**src/rtl/skew_delay_line.sv**
```systemverilog
// Multi-channel delay line with a runtime-programmable latency (0..MAX_DELAY cycles) per channel.
// Define SKEW_DELAY_LINE_HOLD_EN to hold the last valid out_data while out_valid is low.
module skew_delay_line #(
  parameter int unsigned WIDTH     = 8,
  parameter int unsigned NUM_CH    = 4,
  parameter int unsigned MAX_DELAY = 8
) (
  input  logic                                                clk,
  input  logic                                                rst_n,
  input  logic                                                cfg_we,
  input  logic [((NUM_CH > 1) ? $clog2(NUM_CH) : 1)-1:0]      cfg_ch,
  input  logic [$clog2(MAX_DELAY + 1)-1:0]                    cfg_delay,
  input  logic [NUM_CH-1:0]                                   in_valid,
  input  logic [NUM_CH*WIDTH-1:0]                             in_data,
  output logic [NUM_CH-1:0]                                   out_valid,
  output logic [NUM_CH*WIDTH-1:0]                             out_data,
  output logic                                                cfg_err
);

  localparam int unsigned DW = $clog2(MAX_DELAY + 1);
  localparam int unsigned CW = (NUM_CH > 1) ? $clog2(NUM_CH) : 1;
  localparam logic [DW-1:0] LP_MAX_DELAY = DW'(MAX_DELAY);
  localparam logic [CW:0]   LP_NUM_CH    = (CW + 1)'(NUM_CH);

  logic w_cfg_fields_ok;
  logic w_cfg_ok;
  logic r_cfg_err;

  assign w_cfg_fields_ok = ({1'b0, cfg_ch} < LP_NUM_CH) && (cfg_delay <= LP_MAX_DELAY);
  assign w_cfg_ok        = cfg_we && w_cfg_fields_ok;

  always_ff @(posedge clk or negedge rst_n) begin
    if (!rst_n) begin
      r_cfg_err <= 1'b0;
    end else if (cfg_we && !w_cfg_fields_ok) begin
      r_cfg_err <= 1'b1;
    end
  end

  assign cfg_err = r_cfg_err;

  for (genvar c = 0; c < NUM_CH; c++) begin : g_ch
    logic [DW-1:0]        r_delay;
    logic [MAX_DELAY-1:0] r_vld;
    logic [WIDTH-1:0]     r_dat [MAX_DELAY];
    logic                 w_flush;
    logic                 w_vld;
    logic [WIDTH-1:0]     w_dat;

    assign w_flush = w_cfg_ok && (cfg_ch == CW'(c));

    // A flush clears older stages only; the sample arriving at the write edge is kept.
    always_ff @(posedge clk or negedge rst_n) begin
      if (!rst_n) begin
        r_delay <= DW'(1);
        r_vld   <= '0;
        for (int s = 0; s < int'(MAX_DELAY); s++) begin
          r_dat[s] <= '0;
        end
      end else begin
        if (w_flush) begin
          r_delay <= cfg_delay;
        end
        r_vld[0] <= in_valid[c];
        r_dat[0] <= in_data[c*WIDTH +: WIDTH];
        for (int s = 1; s < int'(MAX_DELAY); s++) begin
          r_vld[s] <= r_vld[s-1] & ~w_flush;
          r_dat[s] <= r_dat[s-1];
        end
      end
    end

    // Delay 0 bypasses the pipeline; delay D selects stage D-1.
    always_comb begin
      w_vld = in_valid[c];
      w_dat = in_data[c*WIDTH +: WIDTH];
      for (int s = 0; s < int'(MAX_DELAY); s++) begin
        if (r_delay == DW'(s + 1)) begin
          w_vld = r_vld[s];
          w_dat = r_dat[s];
        end
      end
    end

    assign out_valid[c] = w_vld;

`ifdef SKEW_DELAY_LINE_HOLD_EN
    logic [WIDTH-1:0] r_hold;

    always_ff @(posedge clk or negedge rst_n) begin
      if (!rst_n) begin
        r_hold <= '0;
      end else if (w_vld) begin
        r_hold <= w_dat;
      end
    end

    assign out_data[c*WIDTH +: WIDTH] = w_vld ? w_dat : r_hold;
`else
    assign out_data[c*WIDTH +: WIDTH] = w_vld ? w_dat : '0;
`endif
  end

endmodule
```
**config.mk**
```make
export PLATFORM = sky130hd
export DESIGN_NAME = skew_delay_line
export DESIGN_NICKNAME = d
export VERILOG_FILES = /design/src/rtl/skew_delay_line.sv
export SDC_FILE = /design/constraint.sdc
export NUM_CORES = 1
export LEC_CHECK = 0
export ABC_AREA = 1
export CAP_MARGIN = 20
export CORE_ASPECT_RATIO = 0.75
export CORE_UTILIZATION = 53
export DETAILED_ROUTE_END_ITERATION = 8
export GPL_TIMING_DRIVEN = 0
export PLACE_DENSITY = 0.77
export SLEW_MARGIN = 20
export SYNTH_ARGS = -nofsm -noshare
export SYNTH_HDL_FRONTEND = slang
export SYNTH_SLANG_ARGS = --single-unit
```
**constraint.sdc**
```tcl
create_clock -name clk -period 2.7 [get_ports clk]
set_input_delay 0.81 -clock clk [delete_from_list [all_inputs] [get_ports clk]]
set_output_delay 0.81 -clock clk [all_outputs]
set_load 0.01 [all_outputs]
```
After elaboration in Yosys (flattened, before gate mapping)
Cells that the tools add are included.
Cells by class
  order comparisons: 1
  equality and inequality tests: 35
  multiplexer cells: 68
  bitwise logic cells: 32
  reduce and logical (&&, ||, !) cells: 8
Operators by type and width (count)
  two-way mux 8 bit: 36
  equality test 4 x 3 -> 1 bit (second input constant): 16
  equality test 4 x 2 -> 1 bit (second input constant): 8
  two-way mux 1 bit: 32
  AND 1 bit: 28
  equality test 4 x 1 -> 1 bit (second input constant): 4
  equality test 4 bit (second input constant): 4
  logical AND 1 bit: 6
  equality test 2 bit (second input constant): 2
  less-or-equal comparator 4 bit (second input constant): 1
  NOT 1 bit: 4
  equality test 2 x 1 -> 1 bit (second input constant): 1
  logical NOT 2 bit: 1
  logical NOT 1 bit: 1
Storage, ports and cells
  register bits after elaboration: 305
  input bits: 45
  output and inout port bits: 37
  word-level logic and storage cells: 185

Logic depth before layout (Yosys ltp)
  depth in word-level cells: 10
  mapped depth: 15
  gate-level depth less buffers: 14

Worst setup path after synthesis
No wires, ideal clock.
  path type: register -> output
  start: register g_ch[3].r_delay[0]
  end: output port out_valid[3]
  data arrival time: 1.850 ns
  data required time: 1.890 ns
  slack: 0.040 ns
  cell stages (with the launch flop): 12
  buffers on the path: 1
  cell sequence: dfstp_2 -> nand2_2 -> nor3_4 -> inv_4 -> or2_0 -> nand3_1 -> nand3_1 -> nand2_1 -> nand2_2 -> a21oi_4 -> inv_1 -> buf_4
On the way
  word-level cells in the longest chain between the ends: 9
  elaborated cells on any way between the ends: 16
  classes of those cells: 8 x eq/ne; 8 x mux
RTL lines
  start: declaration: line 43  | logic [DW-1:0] r_delay;
  start signal: assignment: line 62  | r_delay <= cfg_delay;
  equality test 4 x 1 -> 1 bit: line 78  | if (r_delay == DW'(s + 1)) begin
  two-way mux 1 bit (7 in series): line 78
  two-way mux 1 bit (*): line 78
  end: declaration: line 15  | output logic [NUM_CH-1:0] out_valid,
Mark *: on every way between the ends. The rest lies on a longest branch, timed or not.

Worst setup path after layout
  start: register g_ch[0].r_delay[1]
  end: output port out_data[0]
On the way
  word-level cells in the longest chain between the ends: 10
  elaborated cells on any way between the ends: 25
  classes of those cells: 8 x eq/ne; 17 x mux
RTL lines
  start: declaration: line 43
  start signal: assignment: line 62
  equality test 4 x 1 -> 1 bit: line 78
  two-way mux 8 bit or two-way mux 1 bit (tied branches) (8 in series): line 78
  two-way mux 8 bit (*): line 100  | assign out_data[c*WIDTH +: WIDTH] = w_vld ? w_dat : '0;
  end: declaration: line 16  | output logic [NUM_CH*WIDTH-1:0] out_data,
Marked as above.

==> reports/qor.yml <==
global_routing:
  grt_pass1_vias: 8934
  antenna_violations_before_repair: 0
  grt_first_pass_wirelength_um: 42350
  grt_max_degree: 106
  grt.total_usage_pct: 22.07
  grt_remaining_overflow: 0
pwr:
  p_switching_mw: 4.253
  comb_power_share_pct: 32.1
  p_leak_nw: 8.296
  clock_power_share_pct: 29.0
  irDropWorstVdd_mv: 0.5276
  cellPowerDensity_mw_per_mm2: 793.6
  intPower_mw: 8.832
  power_frac_seq_pct: 38.9
  p_total_mw: 13.08
  switching_share_pct: 32.50
synthesis:
  post_synth_main_area_contributors: "sky130_fd_sc_hd__dfrtp_1 62%, sky130_fd_sc_hd__nand2_1 12%, sky130_fd_sc_hd__nand3_1 7.0%, sky130_fd_sc_hd__nor2_1 4.9%, sky130_fd_sc_hd__inv_1 4.4%"
  synthDominantCellAreaShare_pct: 61.94
  synth.cell_area_sq_mm: 0.01216
  yosys_warnings: 0
  synthesis.nets: 1397
  post_synth_inst_count: 1352
  synth-seq-cells: 305
  avgSynthCellArea_sq_um: 8.994
  synth_sequential_area_ratio_pct: 62.80
  synth_flop_cell: "sky130_fd_sc_hd__dfrtp_1"
  synth_async_sr_flop_share_pct: 100.0
  ys_types: 28
  synth.largest_area_cell: "sky130_fd_sc_hd__dfrtp_1"
  synth_enable_flop_cells: 0
run:
  max_cap_viol_count: 0
timing:
  finalCriticalPeriod_ns: 3.304
  fin_skew_ns: 0.006448
  rsz_0062_raised_after_global_routing: "true"
  fin_tns_setup_ns: -20.43
  worst_slew_margin_rel_pct: 65.08
  period_share_pct: 122.4
  drv_slew: 0
  final.setup.worst_slack_ns: -0.6042
  worstMarginPinSlew_ns: 0.5238
  hold_slack_ns: 0.05153
  hold_viol_final: 0
  setup_viol: 36
  fmax_mhz: 302.6
detailed_routing:
  antenna_left: 0
  wl_per_cell_um: 14.80
  post-route-drc-count: 0
  totalWireLength_um: 27650
  dr_total_vias: 9230
  detailedRoute.firstPassIterationCount: 4
  detailedRoute.firstIterationViolations: 616
  vias_per_cell: 4.941
critical_path:
  regToRegEndpoint: "g_ch[3].r_delay[0]$_DFFE_PN1P_"
  worst-path-max-fanout: 9
  crit_path_slowest_cell: "sky130_fd_sc_hd__dfrtp_2"
  ff2ff_setup_slack_ns: 1.75
  cp-start-kind: "flip-flop"
  r2r-start: "g_ch[3].r_delay[0]$_DFFE_PN1P_"
  worst-endpoint-required_ns: 1.89
  worst_setup_end_kind: "primary output"
  timing.critical_path.slowest_cell_delay_ns: 0.51
  timing.critical_path.cells: "inv_1 > nor2_4 > nand2_4 > clkbuf_16 > nand3_2 > o21ai_2 > o21bai_1 > nand2_1 > nand2_1 > nand2_1 > nand2_1 > nand2_1 > nor2_1 > buf_2"
  reg2regPathDepth: 3
  worst-setup-path-type: "reg -> out"
  critical-path-top-cell-by-count: "sky130_fd_sc_hd__nand2_1"
  critPathArrivalTime_ns: 2.49
clock_network:
  clock_tree_from_tritoncts: "yes"
  clock_transition_time_at_the_flip_flop_clock_pins_of_the_worst_setup_and_hold_paths_ns: 0.07
  post_cts_hold_buffer_count: 0
  clock_tree.htree_level_count: 1
  cts_root_buf: "sky130_fd_sc_hd__clkbuf_16"
  clkSinkCount: 305
  cts_buffers: 29
  insertion_delay_ns: 0.54
  clock_path_buffers: 3
die:
  initial_utilization_pct: 54.56
  die_footprint_sq_mm: 0.02356
  fp.dieH_um: 133.2
  num_io_pins: 82
  core-area_sq_mm: 0.02229
  placement_rows: 47
  die_x_um: 176.9
cells_and_area:
  drive_gt1_share_pct: 36.34
  commonest_cells_after_routing_fill_and_taps_aside: "311 x sky130_fd_sc_hd__nand2_1, 291 x sky130_fd_sc_hd__dfrtp_1, 127 x sky130_fd_sc_hd__nor2_1"
  finalNonFillerCells: 1868
  diodes: 0
  flow.area_growth_from_synthesis_pct: 35.58
  fillers: 1482
  finish.net_count: 1597
  mostFrequentLayoutCell: "sky130_fd_sc_hd__nand2_1"
place:
  dp.cells: 1730
  total_of_buffers_placed_on_input_and_output_ports: 81
  gp_routability_congestion: 0.7688
  dp_hpwl_um: 15990
status:
  run_status: "finished, violations left"
  failing_checks: "setup timing"
min_path:
  hold_class: "in -> async"
## power groups by stage
stage                     clock network (mW)  logic, mW  registers [mW]
after detailed placement                   0       2.90            5.13
after CTS                               3.85       3.37            5.06
final                                   3.79       4.20            5.09
after floorplan                            0       1.75            5.07
after global routing                    4.04       4.60            5.12
after global placement                     0       2.81            5.12
## stage by stage
step	setup slack (ns)	utilization (%)	cell area [sq um]
5_1_grt	-0.7270	73.97	16490
3_3_place_gp	-11.71	59.85	13340
2_1_floorplan	0.04013	-	12160
6_report	-0.6042	73.97	16490
3_5_place_dp	-0.9155	60.24	13430
4_1_cts	-0.6036	68.28	15220
## synthesized netlist by cell type, types with 5 or more instances
library cell               instances
sky130_fd_sc_hd__buf_2            12
sky130_fd_sc_hd__clkbuf_1         24
sky130_fd_sc_hd__dfrtp_1         301
sky130_fd_sc_hd__inv_1           142
sky130_fd_sc_hd__nand2_1         401
sky130_fd_sc_hd__nand2_2           5
sky130_fd_sc_hd__nand3_1         169
sky130_fd_sc_hd__nor2_1          158
sky130_fd_sc_hd__o211ai_1          8
sky130_fd_sc_hd__o21ai_0          29
sky130_fd_sc_hd__or2_2            68
## registers in the layout, summed over array words and instances, names as in the netlist
signal / flops
g_ch.r_delay: 16
g_ch.r_vld: 32
cfg_err: 1
g_ch.r_dat: 256
## cells by family (layout without fill, tap and decap cells)
kind of cell | after synthesis | in the layout | synth area share [%]
flip-flops | 305 | 305 | 62.80
AND/OR/NAND/NOR | 813 | 817 | 28.76
AO/OA/AOI/OAI | 48 | 49 | 2.428
buffers and inverters | 186 | 403 | 6.009
## worst max-delay path, delay by kind of cell, from the launching register on
kind	cells	cell delay, ns
buf+inv	3	0.43
simple gates	9	0.77
flops	1	0.51
compound gates	2	0.24
## routing by layer
| layer | track usage, % | wire, um |
|---|---|---|
| met5 | 0 | 0 |
| met4 | 5.364 | 709 |
| met3 | 2.939 | 754 |
| met2 | 37.60 | 14390 |
| met1 | 30.11 | 11800 |
## layout make-up
| cell class | count | area (sq um) | area share, % |
|---|---|---|---|
| Buffer | 38 | 317.8 | 1.928 |
| Clock buffer | 39 | 813.3 | 4.933 |
| Clock inverter | 14 | 72.57 | 0.4402 |
| Inverter | 145 | 558.0 | 3.385 |
| Multi-Input combinational cell | 866 | 5065 | 30.72 |
| Sequential cell | 305 | 7650 | 46.40 |
| Tap cell | 294 | 367.9 | 2.231 |
| Timing Repair Buffer | 167 | 1643 | 9.964 |
## timing repair
action	in CTS	in global routing
buffers inserted	49	31
pin swaps	92	166
gates resized for setup	336	252
setup endpoints to repair	36	36
cloned	5	4
## worst max path at each step
stage / start / endpoint / slack, ns / cells after the start
detailed placement: in_valid[0] / out_valid[0] / -0.92 / 13
finish: g_ch[0].r_delay[1]$_DFFE_PN0P_ / out_data[0] / -0.60 / 14
floorplan: g_ch[3].r_delay[0]$_DFFE_PN1P_ / out_valid[3] / 0.04 / 11
global placement: rst_n / g_ch[2].r_dat[57]$_DFF_PN0_ / -11.71 / 1
CTS: g_ch[2].r_delay[0]$_DFFE_PN1P_ / out_data[19] / -0.60 / 14
global route: g_ch[0].r_delay[0]$_DFFE_PN1P_ / out_data[0] / -0.73 / 14
(Power assumes the default switching activity.)
==> patch (same settings) <==
Put a register stage on the output `out_valid`, with the module's reset. The value now appears one clock later. The other outputs are not delayed to match.
--- a/src/rtl/skew_delay_line.sv
+++ b/src/rtl/skew_delay_line.sv
@@ -21,6 +21,8 @@
   localparam int unsigned CW = (NUM_CH > 1) ? $clog2(NUM_CH) : 1;
   localparam logic [DW-1:0] LP_MAX_DELAY = DW'(MAX_DELAY);
   localparam logic [CW:0]   LP_NUM_CH    = (CW + 1)'(NUM_CH);
+
+  logic [NUM_CH-1:0] out_valid_d;
 
   logic w_cfg_fields_ok;
   logic w_cfg_ok;
@@ -82,7 +84,7 @@
       end
     end
 
-    assign out_valid[c] = w_vld;
+    assign out_valid_d[c] = w_vld;
 
 `ifdef SKEW_DELAY_LINE_HOLD_EN
     logic [WIDTH-1:0] r_hold;
@@ -101,4 +103,12 @@
 `endif
   end
 
+  always_ff @(posedge clk or negedge rst_n) begin
+    if (!rst_n) begin
+      out_valid <= '0;
+    end else begin
+      out_valid <= out_valid_d;
+    end
+  end
+
 endmodule
Behaviour: not the same (Yosys sat finds a counterexample within 4 cycles, from zero or initial values and one cycle with rst_n low).
==> patch against the original RTL <==
The flow still finishes with violations (setup timing); core utilization decreased by 0.38 points; design area shrank 0.25%; sequential cell count grew 4; clock power is 15% higher; setup slack got worse by 0.042 ns; critical endpoint is now out_data[30]; routed wire length is 3.4% higher; register-to-register slack worse by 1.1 ns; synthesized area up 0.58%; power is 3.6% higher.
==> patch: results (changes against the original RTL) <==
* Status: finished, violations left
* Failing checks: setup timing
* Critical path class: reg -> out
* Setup TNS at -18.97 ns (+1.455 ns)
* WL per Instance at 15.27 um (+3.2%)
* Seq/Total Area, Yosys at 0.6326 (+0.004586)
* Max incr delay on CP at 0.64 ns (+0.13 ns)
* Hpwl dp at 15.87 mm (-0.78%)
* First-pass GRT wire length at 43.19 mm (+2.0%)
* Setup-failing EPs final at 32 (-11%)
* First-pass DRT Iterations at 5 (+1)
* Synth top cells by count: 401 x nand2_1, 305 x dfrtp_1, 169 x nand3_1
* Flop2flop setup slack at 0.66 ns (-1.09 ns)
* Compound-Gate Fraction of Synth Area at 0.02414 (-0.0001391)
* Met2 wire len at 14.72 mm (+2.3%)
* Cts bufs inserted at 30 (+3.4%)
* GRT Total Usage at 0.2256 (+0.004955)
* Leak pwr at 8.306 nW (+0.11%)
* Worst Clk Skew at 0.01107 ns (+0.004627 ns)
* Vias in the first global route at 9009 (+0.84%)
* Setup ws final at -0.6460 ns (-0.04179 ns)
* Worst-path fanout max at 6 (-3)
* M1 WL at 12.05 mm (+2.1%)
* Vias per cell at 5.041 (+2.0%)
* Critical Path End: out_data[30]
* Post-synth cell types at 27 (-3.6%)
* Max-slew headroom at the worst pin at 0.6335 (-0.01733)
* CP max-delay cell: dfstp_2
* Met1 Use GR at 0.3087 (+0.007581)
* GPL Wtd Cong at 0.7824 (+1.8%)
* Synth top area cells: dfrtp_1 62%, nand2_1 12%, nand3_1 6.9%
* R2R Path End: out_valid[3]
* Maximum VDD drop at 0.0005183 V (-1.8%)
* Largest net degree at the start of global routing at 103 (-2.8%)
* Initial DRC Count at 770 (+25%)
* Pre-CTS setup slack at -0.8499 ns (+0.06560 ns)
-- patch: cell types whose count changed after synthesis --
cell / before / now
buf_4: 4 / 0
dfrtp_1: 301 / 305
-- patch: power by group --
| part | internal [mW] | switching [mW] | total [mW] |
|---|---|---|---|
| logic | 1.73 | 2.31 | 4.04 |
| registers | 4.96 | 0.225 | 5.18 |
| clock network | 2.61 | 1.73 | 4.34 |
-- patch: logic make-up (layout without fill, tap and decap cells) --
logic type | Yosys count | count (layout)
compound gates | 48 | 50
buf+inv | 182 | 402
simple gates | 813 | 817
flops | 309 | 309
-- patch: area by class of cell --
type | count | area [um^2]
multi-input cells | 867 | 4887
flip-flops and latches | 309 | 7750
clock inverters | 6 | 88.84
inverters | 145 | 570.5
fillers | 1489 | 5901
clock buffers | 47 | 955.9
plain buffers | 36 | 301.5
well taps | 294 | 367.9
repair buffers | 168 | 1524
-- patch: timing repair --
action,in CTS,in global routing
pin swaps,79,144
setup endpoints to repair,32,32
cloned,6,6
hold buffers,0,0
buffers inserted,54,29
gates resized for setup,304,235
